===== config.mk =====
export PLATFORM = sky130hd
export DESIGN_NAME = exp5_exibe_sequencia
export DESIGN_NICKNAME = d
export VERILOG_FILES = /design/src/rtl/exp5_exibe_sequencia_pkg.sv /design/src/rtl/exp5_temporizador.sv /design/src/rtl/exp5_exibe_sequencia.sv
export SDC_FILE = /design/constraint.sdc
export NUM_CORES = 1
export LEC_CHECK = 0
export BUFFER_PORTS_ARGS = -buffer_cell sky130_fd_sc_hd__buf_2
export CAP_MARGIN = 20
export CORE_ASPECT_RATIO = 1.4
export CORE_MARGIN = 4
export CORE_UTILIZATION = 35
export DETAILED_ROUTE_END_ITERATION = 10
export SYNTH_ARGS = -nofsm -noshare
export SYNTH_HDL_FRONTEND = slang
export SYNTH_SLANG_ARGS = --single-unit

===== constraint.sdc =====
create_clock -name clock -period 2.1 [get_ports clock]
set_input_delay 0.42 -clock clock [delete_from_list [all_inputs] [get_ports clock]]
set_output_delay 0.42 -clock clock [all_outputs]
set_load 0.05 [all_outputs]

===== src/rtl/exp5_exibe_sequencia_pkg.sv =====
// Shared definitions for the memory-game sequence units: state codes, address
// width and memory depth, so db_estado decodes identically on the debug display.
package exp5_exibe_sequencia_pkg;

  localparam int unsigned ADDR_W    = 4;
  localparam int unsigned DATA_W    = 4;
  localparam int unsigned MEM_DEPTH = 16;
  localparam int unsigned STATE_W   = 4;
  localparam int unsigned TIMER_W   = 8;

  typedef enum logic [STATE_W-1:0] {
    st_inicial = 4'b0000,
    st_prepara = 4'b0001,
    st_carrega = 4'b0010,
    st_acende  = 4'b0011,
    st_apaga   = 4'b0100,
    st_proximo = 4'b0101,
    st_fim     = 4'b1000
  } estado_t;

endpackage


===== src/rtl/exp5_temporizador.sv =====
// Up-counter with synchronous clear; fim_tempo flags that the count has
// reached the runtime limit.
module exp5_temporizador
  import exp5_exibe_sequencia_pkg::*;
(
  input  logic               clock,
  input  logic               reset,
  input  logic               limpa,
  input  logic               conta,
  input  logic [TIMER_W-1:0] limite,
  output logic               fim_tempo
);

  logic [TIMER_W-1:0] contagem;

  always_ff @(posedge clock) begin
    if (reset || limpa) begin
      contagem <= '0;
    end else if (conta) begin
      contagem <= contagem + TIMER_W'(1);
    end
  end

  assign fim_tempo = (contagem == limite);

endmodule


===== src/rtl/exp5_exibe_sequencia.sv =====
// Presents the stored sequence on the LEDs, entry 0 up to the captured limit,
// each lit for ON_CYCLES then dark for OFF_CYCLES; pronto while finished.
module exp5_exibe_sequencia
  import exp5_exibe_sequencia_pkg::*;
#(
  parameter int unsigned ON_CYCLES  = 4,
  parameter int unsigned OFF_CYCLES = 2
) (
  input  logic               clock,
  input  logic               reset,
  input  logic               iniciar,
  input  logic [ADDR_W-1:0]  limite,
  input  logic [DATA_W-1:0]  dado_mem,
  output logic [ADDR_W-1:0]  endereco,
  output logic [DATA_W-1:0]  leds,
  output logic               exibindo,
  output logic               pronto,
  output logic [STATE_W-1:0] db_estado
);

  localparam logic [TIMER_W-1:0] ON_LAST  = TIMER_W'(ON_CYCLES - 1);
  localparam logic [TIMER_W-1:0] OFF_LAST = TIMER_W'(OFF_CYCLES - 1);

  estado_t             estado;
  estado_t             estado_prox;
  logic [ADDR_W-1:0]   lim_reg;
  logic [DATA_W-1:0]   led_reg;
  logic                limpa_tempo;
  logic                conta_tempo;
  logic                fim_tempo;
  logic [TIMER_W-1:0]  limite_tempo;
  logic                aceita;

  exp5_temporizador u_temporizador (
    .clock     (clock),
    .reset     (reset),
    .limpa     (limpa_tempo),
    .conta     (conta_tempo),
    .limite    (limite_tempo),
    .fim_tempo (fim_tempo)
  );

  // Next state and timer control; the timer only runs in acende/apaga.
  always_comb begin
    estado_prox  = st_inicial;
    limpa_tempo  = 1'b1;
    conta_tempo  = 1'b0;
    limite_tempo = ON_LAST;
    case (estado)
      st_inicial: estado_prox = iniciar ? st_prepara : st_inicial;
      st_prepara: estado_prox = st_carrega;
      st_carrega: estado_prox = st_acende;
      st_acende: begin
        conta_tempo = 1'b1;
        limpa_tempo = fim_tempo;
        estado_prox = fim_tempo ? st_apaga : st_acende;
      end
      st_apaga: begin
        limite_tempo = OFF_LAST;
        conta_tempo  = 1'b1;
        limpa_tempo  = fim_tempo;
        if (!fim_tempo) begin
          estado_prox = st_apaga;
        end else if (endereco == lim_reg) begin
          estado_prox = st_fim;
        end else begin
          estado_prox = st_proximo;
        end
      end
      st_proximo: estado_prox = st_carrega;
      st_fim:     estado_prox = iniciar ? st_prepara : st_fim;
      default:    estado_prox = st_inicial;
    endcase
  end

  assign aceita = ((estado == st_inicial) || (estado == st_fim)) && (estado_prox == st_prepara);

  // State, datapath registers and registered outputs derived from the next state.
  always_ff @(posedge clock) begin
    if (reset) begin
      estado    <= st_inicial;
      endereco  <= '0;
      lim_reg   <= '0;
      led_reg   <= '0;
      leds      <= '0;
      exibindo  <= 1'b0;
      pronto    <= 1'b0;
      db_estado <= '0;
    end else begin
      estado    <= estado_prox;
      db_estado <= STATE_W'(estado_prox);
      exibindo  <= (estado_prox != st_inicial) && (estado_prox != st_fim);
      pronto    <= (estado_prox == st_fim);
      if (aceita) begin
        endereco <= '0;
        lim_reg  <= limite;
      end else if (estado == st_proximo) begin
        endereco <= endereco + ADDR_W'(1);
      end
      if (estado == st_carrega) begin
        led_reg <= dado_mem;
      end
      if (estado_prox == st_acende) begin
        leds <= (estado == st_carrega) ? dado_mem : led_reg;
      end else begin
        leds <= '0;
      end
    end
  end

endmodule


== Word level (Yosys, flattened, before mapping) ==
Cells that the tools add are included.
Storage, ports and cells
  logic and storage cells: 43
  input port bits: 11
  output and inout bits: 14
  flip-flop bits (word level): 30
Operators by class
  eq/ne operators: 12
  multiplexer cells: 10
  add/sub/neg operators: 2
  reduce and logical (&&, ||, !) cells: 10
  bitwise gates (word level): 1
Operators with widths (count)
  4-bit case mux with 6 select lines: 1
  4-bit 2-to-1 mux: 4
  4-bit by 2-bit == test with 1-bit output, second input constant: 3
  8-bit by 1-bit adder with 8-bit output, second input constant: 1
  4-bit by 1-bit == test with 1-bit output, second input constant: 2
  4-bit by 3-bit == test with 1-bit output, second input constant: 2
  4-bit == test, second input constant: 2
  8-bit by 2-bit == test with 1-bit output: 1
  2-bit OR reduction: 4
  4-bit by 1-bit adder with 4-bit output, second input constant: 1
  4-bit == test: 1
  4-bit logical NOT: 1
  4-bit inequality test, second input constant: 1
  4-bit nonzero test: 1
  1-bit 2-to-1 mux: 3
  3-bit 2-to-1 mux: 1
  1-bit logical AND: 2
  1-bit logical OR: 2
  2-bit 2-to-1 mux: 1
  1-bit NOT: 1

== Logic depth before layout (Yosys ltp) ==
  word-level depth: 8
  depth in mapped cells: 5

== Cells and area by module ==
From an unflattened synthesis, not the netlist that was laid out.
Second synthesis, totals
  cells, all modules: 149
  area, all modules: 1407.6 um2
By module, submodules not included
  exp5_exibe_sequencia: sequential area each 440.4 um2, area an instance 974.7 um2, instances 1, cells each 99
  exp5_temporizador: sequential area each 160.2 um2, area an instance 432.9 um2, instances 1, cells each 50

== Worst setup path before layout ==
No wires, ideal clock.
  path type: reg2reg
  start: register estado[2]
  end: register estado[3]
  data arrival time: 2067 ps
  library setup time: 70 ps
  setup slack: -37 ps
  stages on the path, launching flop included: 5
  clock period less this slack: 2137 ps
  path buffers: 0
  required time: 2030 ps
  path through: dfxtp_1 nor4b_4 nor3b_1 or4b_1 a21oi_1
Between the ends
  word-level cells in the longest chain between the ends: 5
RTL lines
  start: declaration: line exp5_exibe_sequencia.sv:24  | estado_t estado;
  start signal: assignment: line exp5_exibe_sequencia.sv:81  | estado <= st_inicial;
  start signal: assignment: line exp5_exibe_sequencia.sv:90  | estado <= estado_prox;
  4-bit by 3-bit == test with 1-bit output: line exp5_exibe_sequencia.sv:49  | case (estado)
  2-bit 2-to-1 mux: line exp5_exibe_sequencia.sv:49
  8-bit by 2-bit == test with 1-bit output: line exp5_temporizador.sv:24  | assign fim_tempo = (contagem == limite);
  4-bit 2-to-1 mux: line exp5_exibe_sequencia.sv:62  | if (!fim_tempo) begin
  4-bit case mux with 6 select lines *: line exp5_exibe_sequencia.sv:49
Mark *: on every way between the ends. The rest lies on a longest branch, timed or not.
A chain may end at the register's enable or synchronous reset.

== Worst setup path after layout ==
  start: register u_temporizador.contagem[2]
  end: register u_temporizador.contagem[5]
Between the ends
  word-level cells in the longest chain between the ends: 3
RTL lines
  start: declaration: line exp5_temporizador.sv:14  | logic [TIMER_W-1:0] contagem;
  start signal: assignment: line exp5_temporizador.sv:20  | contagem <= contagem + TIMER_W'(1);
  branches (longest 3 deep; another with 8-bit by 1-bit adder with 8-bit output)
Several ways; the timed one is not identified.

==> reports/qor.yml <==
clock_network:
  htree_levels: 2
  ctsResizeCount: 0
  worst_skew_pair_later_pin_latency_ps: 270
  cts_inserted_buffers: 5
  cts_hold_repair.buffers: 0
  cts_buffer_depth: 2
  clock_sinks: 30
  clkSlewWorstSetupHoldPaths_ps: 60
  clk_root_buffer_cell: "clkbuf_8"
  cts_tree: "done"
  cts_setup_buffers: 0
setup_path:
  critPathKind: "flop to flop"
  worst-path-max-fanout: 8
  cpMaxStageDelayCell: "or4_1"
  timing.critical_path.slowest_cell_delay_ps: 630
  critPathCaptureType: "flop"
  cp_top_family: "simple AND/OR/NAND/NOR gates"
  crit_buf_inv: 0
  critical_path.startpoint_type: "flop"
  worst-endpoint-required_ps: 2250
  chain_of_cells_forming_the_critical_path: "or4_1 > or3_1 > o221ai_2 > nor2_1"
  critPathArrivalTime_ps: 2130
routing:
  routed_wirelength_mm: 2.84
  routed-via-count: 1115
  detail_route.first_pass.iterations: 4
  m1WireLength_mm: 1.08
  topRoutingLayerUsed: "met4"
  route.antenna.remaining_nets: 0
  drt_first_iter_violations: 51
  dr_wl_met3_um: 157
  met2_wirelength_mm: 1.55
  drc: 0
  viasPerCell: 5.28
  route.detailed.wl_per_inst_um: 13.5
sta:
  period_minus_slack_ps: 1980
  fin_worst_skew_ps: 6.37
  timing.final.setup_violations: 0
  grt_setup_unrepaired: "false"
  holdWs_ps: 397
  slew_headroom_pct: 73.2
  final-max-slew-violation-count: 0
  layout_worst_path_cycle_share_pct: 94.3
  worst_pin_slew_ps: 402
  setup_tns_ps: 0
  maxClockFrequency_ghz: 0.505
  timing_hold_violations_final: 0
floorplanning:
  start_util_pct: 36.0
  floorplan.die_area_sq_mm: 0.00480
  die_height_um: 80.4
  design.portCount: 25
  std_cell_rows: 26
  fp.dieW_um: 59.7
  fp.coreArea_sq_mm: 0.00364
power_and_ir_drop:
  part_of_the_total_power_dissipated_in_the_clock_network_pct: 38.5
  sw_share_pct: 24.6
  cellLeakagePower_nw: 0.630
  ir_drop_v: 0.000425
  combPwrFrac_pct: 10.7
  power.density_mw_per_mm2: 752
  power.net_switching_w: 0.000293
  seq_power_share_pct: 50.8
  p_int_w: 0.000899
placement:
  buffer_ports.inserted: 24
  dp.final_hpwl_mm: 2.21
  globalplace.congestion: 0.824
finish:
  largest_reg_flops: 8
  area_growth_syn_to_layout_pct: 21.0
  num-nets-final: 181
  top_register: "u_temporizador.contagem"
  final_layout_size_suffix_gt1_share_pct: 25.4
  antenna_cells: 0
synthesis:
  postSynthAreaPerCell_sq_um: 9.64
  synth_sequential_area_ratio_pct: 45.8
  synth-seq-cells: 30
  yosysWarningCount: 0
  synthesis.nets: 149
  syn_inst_count: 136
  synth_cell_type_count: 38
  synthesis.area_sq_mm: 0.00131
global_routing:
  first_global_vias: 1091
  grt_pass1_wl_mm: 4.66
  gr-usage-all-layers_pct: 13.0
  grt_remaining_overflow: 0
  initial_antenna_violation_count: 0
  pin_count_of_the_biggest_net_entering_global_routing: 16
run_status:
  status: "complete, no violations"
job:
  timing.max_cap.violations: 0
worst_hold_path:
  worstHoldPathType: "input pin to flop"
-- layout by cell type, fill, tap and decap left out, drive strengths merged, types with 2 or more instances in the layout --
| cell | instances |
|---|---|
| dfxtp | 30 |
| buf | 29 |
| nor2 | 19 |
| a21oi | 10 |
| nand2 | 8 |
| xor2 | 8 |
| clkbuf | 7 |
| xnor2 | 6 |
| mux2i | 5 |
| nand3 | 5 |
| and2 | 5 |
| inv | 3 |
| o2111ai | 3 |
| nor4b | 3 |
| nor3 | 2 |
| nand4 | 2 |
| nor3b | 2 |
| and4 | 2 |
| o21ai | 2 |
| o211ai | 2 |
| ha | 2 |
-- metal layers --
layer	vias up	global-route usage [%]
met1	540	12.7
met4	0	5.99
li1	545	-
met3	6	4.82
met5	-	0
met2	24	23.3
-- worst min-delay path, stage by stage --
cell	delay, ps
buf_2	90
nand3_1	60
a21oi_1	50
-- cell type report --
type                    count  area (sq um)
clock buffers               7          86.3
fillers                   374          2060
flip-flops and latches     30           602
inverters                   3          11.3
clock inverters             1          5.00
well taps                  42          52.6
multi-input cells          99           672
repair buffers             29           158
-- cells by family (layout without fill, tap and decap cells) --
family	Yosys count	in the layout	share of synthesized area, %
adder cells (fa/ha/maj)	2	2	1.91
AO/OA/AOI/OAI	21	21	10.6
XOR/XNOR	14	14	9.35
buffers and inverters	7	40	2.96
flip-flops	30	30	45.8
AND/OR/NAND/NOR	57	57	25.6
multiplexers	5	5	3.82
-- final timing paths --
path / slack [ps] / start / endpoint / cells past startpoint
worst min register to register: 470 / lim_reg[1]$_SDFFE_PP0P_ / lim_reg[1]$_SDFFE_PP0P_ / 2
worst max register to register: 120 / u_temporizador.contagem[2]$_SDFFE_PP0N_ / u_temporizador.contagem[5]$_SDFFE_PP0N_ / 4
worst max-delay path: 120 / u_temporizador.contagem[2]$_SDFFE_PP0N_ / u_temporizador.contagem[5]$_SDFFE_PP0N_ / 4
worst min-delay path: 400 / limite[2] / lim_reg[2]$_SDFFE_PP0P_ / 3
-- power by group through the flow --
stage	registers, W	clock network [W]	logic, W
global placement	0.000617	0	0.000126
global route	0.000608	0.000511	0.000140
CTS	0.000606	0.000483	0.000129
detailed placement	0.000618	0	0.000128
finish	0.000606	0.000460	0.000127
floorplan	0.000634	0	0.0000745
-- synthesized netlist by cell type, drive strengths merged --
cell type	n	area share, %
buf	3	1.8
nor2	19	5.4
o31a	1	0.67
dfxtp	30	46
o211ai	2	1.1
inv	3	0.86
nand2	8	2.3
a31oi	1	0.48
nor3b	2	1.1
a21oi	10	3.8
mux2i	5	3.8
nor4b	3	3.6
nand3	5	1.9
nand2b	1	0.48
o221ai	1	1.1
o21ai	2	0.76
or4	1	0.57
clkbuf	1	0.29
or3b	1	0.67
or4b	1	0.76
nand3b	1	0.57
xnor2	6	4.0
nor3	2	0.76
or2	1	0.48
xor2	8	5.3
and2	5	2.4
o31ai	1	0.57
ha	2	1.9
and4bb	1	0.95
or3	1	0.48
and4	2	1.3
o2111ai	3	2.0
nand4	2	0.95
nor4bb	1	0.76
-- stage by stage --
step | power (W) | utilization [%] | instance area [sq um] | instances | worst slack [ps]
after floorplan | 0.000708 | - | 1310 | 136 | 33.0
after CTS | 0.00122 | 43.5 | 1590 | 211 | 109
final | 0.00119 | 43.5 | 1590 | 211 | 120
after detailed placement | 0.000747 | 41.0 | 1500 | 203 | 113
after global placement | 0.000743 | 41.0 | 1500 | 203 | 189
after global routing | 0.00126 | 43.5 | 1590 | 211 | 15.2
Power figures use the tool's default switching activity.
